`config.mk`:
```
export PLATFORM = sky130hd
export DESIGN_NAME = sock_line_ctrl_flat
export DESIGN_NICKNAME = d
export VERILOG_FILES = /design/src/rtl/sock_line_ctrl_if.sv /design/src/rtl/sock_line_ctrl.sv /design/src/flat_wrapper.sv
export SDC_FILE = /design/constraint.sdc
export NUM_CORES = 1
export LEC_CHECK = 0
export CORE_ASPECT_RATIO = 1.25
export CORE_MARGIN = 3
export CORE_UTILIZATION = 50
export DETAILED_ROUTE_END_ITERATION = 10
export PLACE_DENSITY = 0.85
export SETUP_SLACK_MARGIN = 0.3
export SLEW_MARGIN = 15
export SYNTH_ARGS = -nofsm -noshare
export SYNTH_HDL_FRONTEND = slang
export SYNTH_SLANG_ARGS = --single-unit
```
`constraint.sdc`:
```
create_clock -name clk -period 2.5 [get_ports clk]
set_clock_uncertainty 0.2 [all_clocks]
set_input_delay 0.5 -clock clk [delete_from_list [all_inputs] [get_ports clk]]
set_output_delay 0.5 -clock clk [all_outputs]
set_load 0.05 [all_outputs]
```
`src/rtl/sock_line_ctrl_if.sv`:
```
// Operator-panel / loom signal bundle for the sock line controller.
// master drives commands and sensors; slave is the controller.
interface sock_line_ctrl_if #(
   parameter int NCH   = 5,
   parameter int CH_W  = 3,
   parameter int QTY_W = 4,
   parameter int CNT_W = 8
);
   logic             start;
   logic [CH_W-1:0]  sel;
   logic [QTY_W-1:0] qty;
   logic [NCH-1:0]   thread_ok;
   logic             knit_done;
   logic             insp_pass;
   logic             insp_fail;
   logic             abort;
   logic             ack;
   logic [CH_W-1:0]  rd_sel;
   logic [NCH-1:0]   motor_en;
   logic [2:0]       state_led;
   logic             busy;
   logic             batch_done;
   logic             bad_cmd;
   logic             fault;
   logic [QTY_W-1:0] remaining;
   logic [CNT_W-1:0] reject_cnt;
   logic [CNT_W-1:0] rd_total;

   modport master (
      output start, sel, qty, thread_ok, knit_done, insp_pass, insp_fail,
             abort, ack, rd_sel,
      input  motor_en, state_led, busy, batch_done, bad_cmd, fault,
             remaining, reject_cnt, rd_total
   );

   modport slave (
      input  start, sel, qty, thread_ok, knit_done, insp_pass, insp_fail,
             abort, ack, rd_sel,
      output motor_en, state_led, busy, batch_done, bad_cmd, fault,
             remaining, reject_cnt, rd_total
   );
endinterface

```
`src/rtl/sock_line_ctrl.sv`:
```
// Sock knitting line controller: NCH product channels, check/knit/inspect batch loop.
// Optional SOCK_REJECT_LIMIT_EN faults after MAX_REJ consecutive inspection rejects.
//
// state   | meaning
// IDLE    | waiting for a start command
// CHECK   | waiting for thread_ok on the selected channel (timed)
// KNIT    | loom motor of the selected channel running
// INSPECT | waiting for the inspection verdict
// DONE    | batch complete, batch_done asserted
// FAULT   | thread timeout or reject limit, waiting for ack
module sock_line_ctrl #(
   parameter int NCH     = 5,
   parameter int CH_W    = 3,
   parameter int QTY_W   = 4,
   parameter int CNT_W   = 8,
   parameter int TIMEOUT = 16,
   parameter int MAX_REJ = 3
) (
   input  logic           clk,
   input  logic           reset,
   sock_line_ctrl_if.slave bus
);

   typedef enum logic [2:0] {
      S_IDLE    = 3'd0,
      S_CHECK   = 3'd1,
      S_KNIT    = 3'd2,
      S_INSPECT = 3'd3,
      S_DONE    = 3'd4,
      S_FAULT   = 3'd5
   } state_t;

   localparam int              TW        = (TIMEOUT > 1) ? $clog2(TIMEOUT) : 1;
   localparam logic [TW-1:0]   WAIT_LOAD = TW'(TIMEOUT - 1);
   localparam logic [CH_W:0]   NCH_L     = (CH_W + 1)'(NCH);

   state_t           state, state_nx;
   logic [CH_W-1:0]  ch;
   logic [QTY_W-1:0] remaining;
   logic [TW-1:0]    wait_cnt;
   logic [CNT_W-1:0] total [NCH];
   logic [CNT_W-1:0] reject_cnt;
   logic             bad_cmd;
   logic [NCH-1:0]   motor_en;
   logic [CNT_W-1:0] rd_total;

   logic cmd_ok, thr_sel, limit_hit;
   logic latch_cmd, bad_nx, pass_ev, fail_ev, clr_rem;

   assign cmd_ok = ({1'b0, bus.sel} < NCH_L) && (bus.qty != '0);

   always_comb begin
      thr_sel = 1'b0;
      for (int i = 0; i < NCH; i++)
         if (ch == CH_W'(i)) thr_sel = bus.thread_ok[i];
   end

`ifdef SOCK_REJECT_LIMIT_EN
   localparam int RW = $clog2(MAX_REJ + 1);
   logic [RW-1:0] rej_run;

   // this reject is the one that brings the run up to MAX_REJ
   assign limit_hit = (rej_run >= RW'(MAX_REJ - 1));

   always_ff @(posedge clk or posedge reset) begin
      if (reset) begin
         rej_run <= '0;
      end else if (state_nx == S_IDLE || pass_ev) begin
         rej_run <= '0;
      end else if (fail_ev && rej_run != '1) begin
         rej_run <= rej_run + 1'b1;
      end
   end
`else
   // rejects are unlimited in this build
   assign limit_hit = (MAX_REJ < 0);
`endif

   always_ff @(posedge clk or posedge reset) begin
      if (reset) state <= S_IDLE;
      else       state <= state_nx;
   end

   always_comb begin
      state_nx  = state;
      latch_cmd = 1'b0;
      bad_nx    = 1'b0;
      pass_ev   = 1'b0;
      fail_ev   = 1'b0;
      clr_rem   = 1'b0;
      case (state)
         S_IDLE: begin
            if (bus.start) begin
               if (cmd_ok) begin
                  latch_cmd = 1'b1;
                  state_nx  = S_CHECK;
               end else begin
                  bad_nx = 1'b1;
               end
            end
         end
         S_CHECK: begin
            if (thr_sel)              state_nx = S_KNIT;
            else if (wait_cnt == '0)  state_nx = S_FAULT;
         end
         S_KNIT: begin
            if (bus.knit_done) state_nx = S_INSPECT;
         end
         S_INSPECT: begin
            if (bus.insp_fail) begin
               fail_ev  = 1'b1;
               state_nx = limit_hit ? S_FAULT : S_CHECK;
            end else if (bus.insp_pass) begin
               pass_ev  = 1'b1;
               state_nx = (remaining == QTY_W'(1)) ? S_DONE : S_CHECK;
            end
         end
         S_DONE:  state_nx = S_IDLE;
         S_FAULT: begin
            if (bus.ack) state_nx = S_IDLE;
         end
         default: state_nx = S_IDLE;
      endcase
      if (state_nx == S_FAULT && state != S_FAULT) clr_rem = 1'b1;
      // abort overrides any decision made above, including inspection counting
      if (bus.abort && state != S_IDLE && state != S_FAULT) begin
         state_nx = S_IDLE;
         pass_ev  = 1'b0;
         fail_ev  = 1'b0;
         clr_rem  = 1'b1;
      end
   end

   always_ff @(posedge clk or posedge reset) begin
      if (reset) begin
         ch         <= '0;
         remaining  <= '0;
         wait_cnt   <= WAIT_LOAD;
         reject_cnt <= '0;
         bad_cmd    <= 1'b0;
         for (int i = 0; i < NCH; i++) total[i] <= '0;
      end else begin
         bad_cmd <= bad_nx;
         if (latch_cmd) begin
            ch        <= bus.sel;
            remaining <= bus.qty;
         end else if (clr_rem) begin
            remaining <= '0;
         end else if (pass_ev && remaining != '0) begin
            remaining <= remaining - 1'b1;
         end
         // down-counter runs only while CHECK waits; reloaded everywhere else
         if (state == S_CHECK && !thr_sel) begin
            if (wait_cnt != '0) wait_cnt <= wait_cnt - 1'b1;
         end else begin
            wait_cnt <= WAIT_LOAD;
         end
         if (fail_ev && reject_cnt != '1) reject_cnt <= reject_cnt + 1'b1;
         for (int i = 0; i < NCH; i++)
            if (pass_ev && ch == CH_W'(i) && total[i] != '1)
               total[i] <= total[i] + 1'b1;
      end
   end

   always_comb begin
      motor_en = '0;
      rd_total = '0;
      for (int i = 0; i < NCH; i++) begin
         if (state == S_KNIT && ch == CH_W'(i)) motor_en[i] = 1'b1;
         if (bus.rd_sel == CH_W'(i))            rd_total    = total[i];
      end
   end

   assign bus.motor_en   = motor_en;
   assign bus.state_led  = state;
   assign bus.busy       = (state != S_IDLE);
   assign bus.batch_done = (state == S_DONE);
   assign bus.bad_cmd    = bad_cmd;
   assign bus.fault      = (state == S_FAULT);
   assign bus.remaining  = remaining;
   assign bus.reject_cnt = reject_cnt;
   assign bus.rd_total   = rd_total;

endmodule
```
`src/flat_wrapper.sv`:
```
// flat-port wrapper written by rule: the top's interface ports become plain ports
module sock_line_ctrl_flat 
#(
   parameter int NCH     = 5,
   parameter int CH_W    = 3,
   parameter int QTY_W   = 4,
   parameter int CNT_W   = 8,
   parameter int TIMEOUT = 16,
   parameter int MAX_REJ = 3
)
  (clk, reset, bus_start, bus_sel, bus_qty, bus_thread_ok, bus_knit_done, bus_insp_pass, bus_insp_fail, bus_abort, bus_ack, bus_rd_sel, bus_motor_en, bus_state_led, bus_busy, bus_batch_done, bus_bad_cmd, bus_fault, bus_remaining, bus_reject_cnt, bus_rd_total);
  sock_line_ctrl_if #(.NCH(NCH), .CH_W(CH_W), .QTY_W(QTY_W), .CNT_W(CNT_W)) bus_i ();
  input  logic clk;
  input  logic reset;
  input wire logic [$bits(bus_i.start)-1:0] bus_start;
  input wire logic [$bits(bus_i.sel)-1:0] bus_sel;
  input wire logic [$bits(bus_i.qty)-1:0] bus_qty;
  input wire logic [$bits(bus_i.thread_ok)-1:0] bus_thread_ok;
  input wire logic [$bits(bus_i.knit_done)-1:0] bus_knit_done;
  input wire logic [$bits(bus_i.insp_pass)-1:0] bus_insp_pass;
  input wire logic [$bits(bus_i.insp_fail)-1:0] bus_insp_fail;
  input wire logic [$bits(bus_i.abort)-1:0] bus_abort;
  input wire logic [$bits(bus_i.ack)-1:0] bus_ack;
  input wire logic [$bits(bus_i.rd_sel)-1:0] bus_rd_sel;
  output wire logic [$bits(bus_i.motor_en)-1:0] bus_motor_en;
  output wire logic [$bits(bus_i.state_led)-1:0] bus_state_led;
  output wire logic [$bits(bus_i.busy)-1:0] bus_busy;
  output wire logic [$bits(bus_i.batch_done)-1:0] bus_batch_done;
  output wire logic [$bits(bus_i.bad_cmd)-1:0] bus_bad_cmd;
  output wire logic [$bits(bus_i.fault)-1:0] bus_fault;
  output wire logic [$bits(bus_i.remaining)-1:0] bus_remaining;
  output wire logic [$bits(bus_i.reject_cnt)-1:0] bus_reject_cnt;
  output wire logic [$bits(bus_i.rd_total)-1:0] bus_rd_total;
  assign bus_i.start = bus_start;
  assign bus_i.sel = bus_sel;
  assign bus_i.qty = bus_qty;
  assign bus_i.thread_ok = bus_thread_ok;
  assign bus_i.knit_done = bus_knit_done;
  assign bus_i.insp_pass = bus_insp_pass;
  assign bus_i.insp_fail = bus_insp_fail;
  assign bus_i.abort = bus_abort;
  assign bus_i.ack = bus_ack;
  assign bus_i.rd_sel = bus_rd_sel;
  assign bus_motor_en = bus_i.motor_en;
  assign bus_state_led = bus_i.state_led;
  assign bus_busy = bus_i.busy;
  assign bus_batch_done = bus_i.batch_done;
  assign bus_bad_cmd = bus_i.bad_cmd;
  assign bus_fault = bus_i.fault;
  assign bus_remaining = bus_i.remaining;
  assign bus_reject_cnt = bus_i.reject_cnt;
  assign bus_rd_total = bus_i.rd_total;
  sock_line_ctrl #(.NCH(NCH), .CH_W(CH_W), .QTY_W(QTY_W), .CNT_W(CNT_W), .TIMEOUT(TIMEOUT), .MAX_REJ(MAX_REJ)) u_core (.clk(clk), .reset(reset), .bus(bus_i));
endmodule
```
==> results.sh <==
export IMPL_antenna_cells=0
export IMPL_die_w_um=83.2
export IMPL_grt_setup_unrepaired="yes"
export IMPL_critPathMaxStageDelay_ps=490
export IMPL_yosys_warnings=0
export IMPL_drive_gt1_share_pct=40.8
export IMPL_yosys_register_bits=63
export IMPL_final_cells=593
export IMPL_core_um2=7100
export IMPL_start_util_pct=52.5
export IMPL_cts_tree="done"
export IMPL_cts_path_max_buffers=2
export IMPL_syn_nets=401
export IMPL_cts_root_buffer="clkbuf_8"
export IMPL_cts_buffers_inserted=9
export IMPL_yosysMostFrequentCell="dfrtp_1"
export IMPL_fill_cells=403
export IMPL_synth_xor_area_share_pct=8.93
export IMPL_cp_top_family="multiplexers"
export IMPL_power_mw=4.09
export IMPL_die_h_um=103
export IMPL_p_per_area_nw_per_um2=730
export IMPL_numClockSinks=63
export IMPL_synth_mux_area_fraction_pct=7.68
export IMPL_io_pin_count=55
export IMPL_synthAdderAreaFrac_pct=3.02
export IMPL_crit_chain="mux4_2 > inv_2 > o21ai_2 > buf_12"
export IMPL_worstSkewPairLatency_ps=350
export IMPL_vdd_drop_max_v=0.000581
export IMPL_port_buffers=54
export IMPL_setup_viol=0
export IMPL_finalNetCount=530
export IMPL_num_rows=34
export IMPL_vias=3699
export IMPL_grt_ovfl_total=0
export IMPL_critPathMaxFanout=5
export IMPL_wirelength_um=12300
export IMPL_avgRoutedWirePerCell_um=20.7
export IMPL_antenna_found_initial=0
export IMPL_slew_violations=0
export IMPL_synth_edf_count=0
export IMPL_placed_area_um2=4780
export IMPL_synth_top_family_by_area="simple AND/OR/NAND/NOR gates"
export IMPL_status="complete, no violations"
export IMPL_yosysSeqAreaShare_pct=42.4
export IMPL_hold_violations=0
export IMPL_ys_async_sr_fraction_pct=100
export IMPL_synth_top_cell_by_area="dfrtp_1"
export IMPL_netlist_area_leader_share_pct=39.6
export IMPL_die_area_um2=8540
export IMPL_synth_compound_area_share_pct=9.46
export IMPL_synthFlopType="dfrtp_1"
export IMPL_grt_pass1_vias=3693
export IMPL_relSlewSlack_pct=63.0
export IMPL_synth_area_leaders="dfrtp_1 40%, xnor2_1 5.2%, nand3_1 3.9%"
export IMPL_synth_avg_cell_area_um2=10.1
export IMPL_cp_data_arrival_time_ps=1610
export IMPL_synth_top_cells_by_count="59 x dfrtp_1, 29 x nand3_1, 23 x nand2_1"
export IMPL_crit_required_ps=1800
export IMPL_synthSimpleGateAreaFrac_pct=24.3
export IMPL_dp_cells=525
export IMPL_drt_first_iter_violations=296
export IMPL_yosys_cell_types_count=57
export IMPL_critPathSlowestCell="mux4_2"
export IMPL_cp_buffers_inverters=2
export IMPL_grt_max_degree=36
export IMPL_cellLeakagePower_nw=2.48
export IMPL_period_share_pct=92.6
export IMPL_final_area_um2=5600
export IMPL_dp_hpwl_um=6710
export IMPL_netlist_instances=369
export IMPL_multi_input_area_um2=2330
export IMPL_postRouteAntennaNets=0
export IMPL_cp_start_kind="flop"
export IMPL_min_path_type="flop to flop"
export IMPL_whs_path_depth=1
export IMPL_path_class="flop to output pin"
export IMPL_tightest_slew_ps=554
export IMPL_drc=0
export IMPL_cp_depth=4
export IMPL_via_per_inst=6.24
export IMPL_synth_area_um2=3730
export IMPL_max_freq_mhz=432
export IMPL_place_congestion=0.866
export IMPL_drtPass1Iterations=5
export IMPL_grt_use_total_pct=25.6
export IMPL_h_tree_depth=3
export IMPL_path_clk_slew_ps=80
export IMPL_end_kind="output pin"
export IMPL_fin_crit_ps=2310
export IMPL_area_delta_synth_final_pct=50.2
export IMPL_grt_pass1_wl_um=17600
export IMPL_cap_violations=0
export IMPL_rr_worst_depth=7
export IMPL_regArea_um2=1600
==> metrics by stage <==
stage	util, %	TNS [ps]	worst slack (ps)	hold slack [ps]
3_5_place_dp	67.2	-1530	-179	296
3_3_place_gp	67.2	-868	-123	288
6_report	78.8	0	185	309
4_1_cts	74.7	0	189	310
5_1_grt	78.8	0	137	333
2_1_floorplan	-	0	203	251
==> layout make-up <==
type,count,area share (%)
clock buffers,12,2.59
clock inverters,4,1.25
inverters,21,1.52
multi-input cells,272,41.7
flip-flops and latches,63,28.6
well taps,90,2.01
repair buffers,131,22.4
==> cells in the final DEF, fill, tap and decap left out, types with 6 or more instances in the layout <==
| master | instances |
|---|---|
| nand4_1 | 14 |
| a21oi_1 | 6 |
| nand3_1 | 29 |
| nor2_4 | 6 |
| nor3_4 | 6 |
| mux2_2 | 8 |
| clkdlybuf4s50_1 | 20 |
| inv_1 | 14 |
| clkbuf_8 | 10 |
| xor2_1 | 16 |
| buf_4 | 67 |
| nor3_1 | 6 |
| ha_1 | 9 |
| xnor2_1 | 22 |
| dfrtp_2 | 14 |
| nor2_1 | 13 |
| nor3_2 | 6 |
| dlygate4sd2_1 | 14 |
| buf_12 | 14 |
| dfrtp_1 | 45 |
| buf_6 | 11 |
| nand2_1 | 22 |
==> kinds of logic (layout without fill, tap and decap cells) <==
kind of cell               Yosys count  in the layout
DFF                                 63             63
adders and majority gates            9              9
muxes                               21             21
buffers and inverters               34            168
AOI/OAI and AO/OA                   52             52
and+or+nand+nor                    152            152
xor gates and xnor gates            38             38
==> final timing paths <==
path / slack (ps) / from / endpoint
worst max-delay path: 190 / u_core.total[11] / bus_rd_total[3]
worst min-delay path: 310 / u_core.bus.reject_cnt[5] / u_core.bus.reject_cnt[5]
worst max register to register: 240 / u_core.ch[0] / u_core.wait_cnt[1]
worst min register to register: 310 / u_core.bus.reject_cnt[5] / u_core.bus.reject_cnt[5]
max in group asynchronous: 1170 / reset / u_core.ch[1]
min in group asynchronous: 350 / reset / u_core.bus.reject_cnt[6]
==> layer usage <==
metal,part of all wire (%),vias up,GRT usage [%]
li1,-,1612,-
met3,6.0,55,4.24
met5,0,-,0
met2,53,228,46.9
met1,36,1804,29.3
met4,5.0,0,12.7
==> worst reg2reg max path, delay by kind of cell, from the launching register on <==
kind / cells / cell delay (ps)
AO/OA/AOI/OAI: 2 / 300
buffers and inverters: 3 / 460
flip-flops: 1 / 380
multiplexers: 1 / 480
AND/OR/NAND/NOR: 1 / 370
==> flip-flops by register name (all words and copies together), names as in the netlist <==
| register | cells |
|---|---|
| u_core.bus.bad_cmd | 1 |
| u_core.bus.reject_cnt | 8 |
| u_core.bus.remaining | 4 |
| u_core.bus.state_led | 3 |
| u_core.ch | 3 |
| u_core.total | 40 |
| u_core.wait_cnt | 4 |
==> report_power, final <==
group	leakage, nW	total, mW	internal, mW	switching (mW)
logic	1.55	1.73	0.738	0.993
registers	0.824	1.36	1.16	0.194
clock network	0.110	1.00	0.587	0.414
==> repair_timing <==
| item | in CTS | in global routing |
|---|---|---|
| hold buffers | 0 | 0 |
| cloned | 2 | 0 |
| pin swaps | 5 | 13 |
| gates resized for setup | 59 | 39 |
| endpoints found under the setup margin | 35 | 46 |
| buffers inserted | 29 | 21 |
Power figures use the tool's default switching activity.
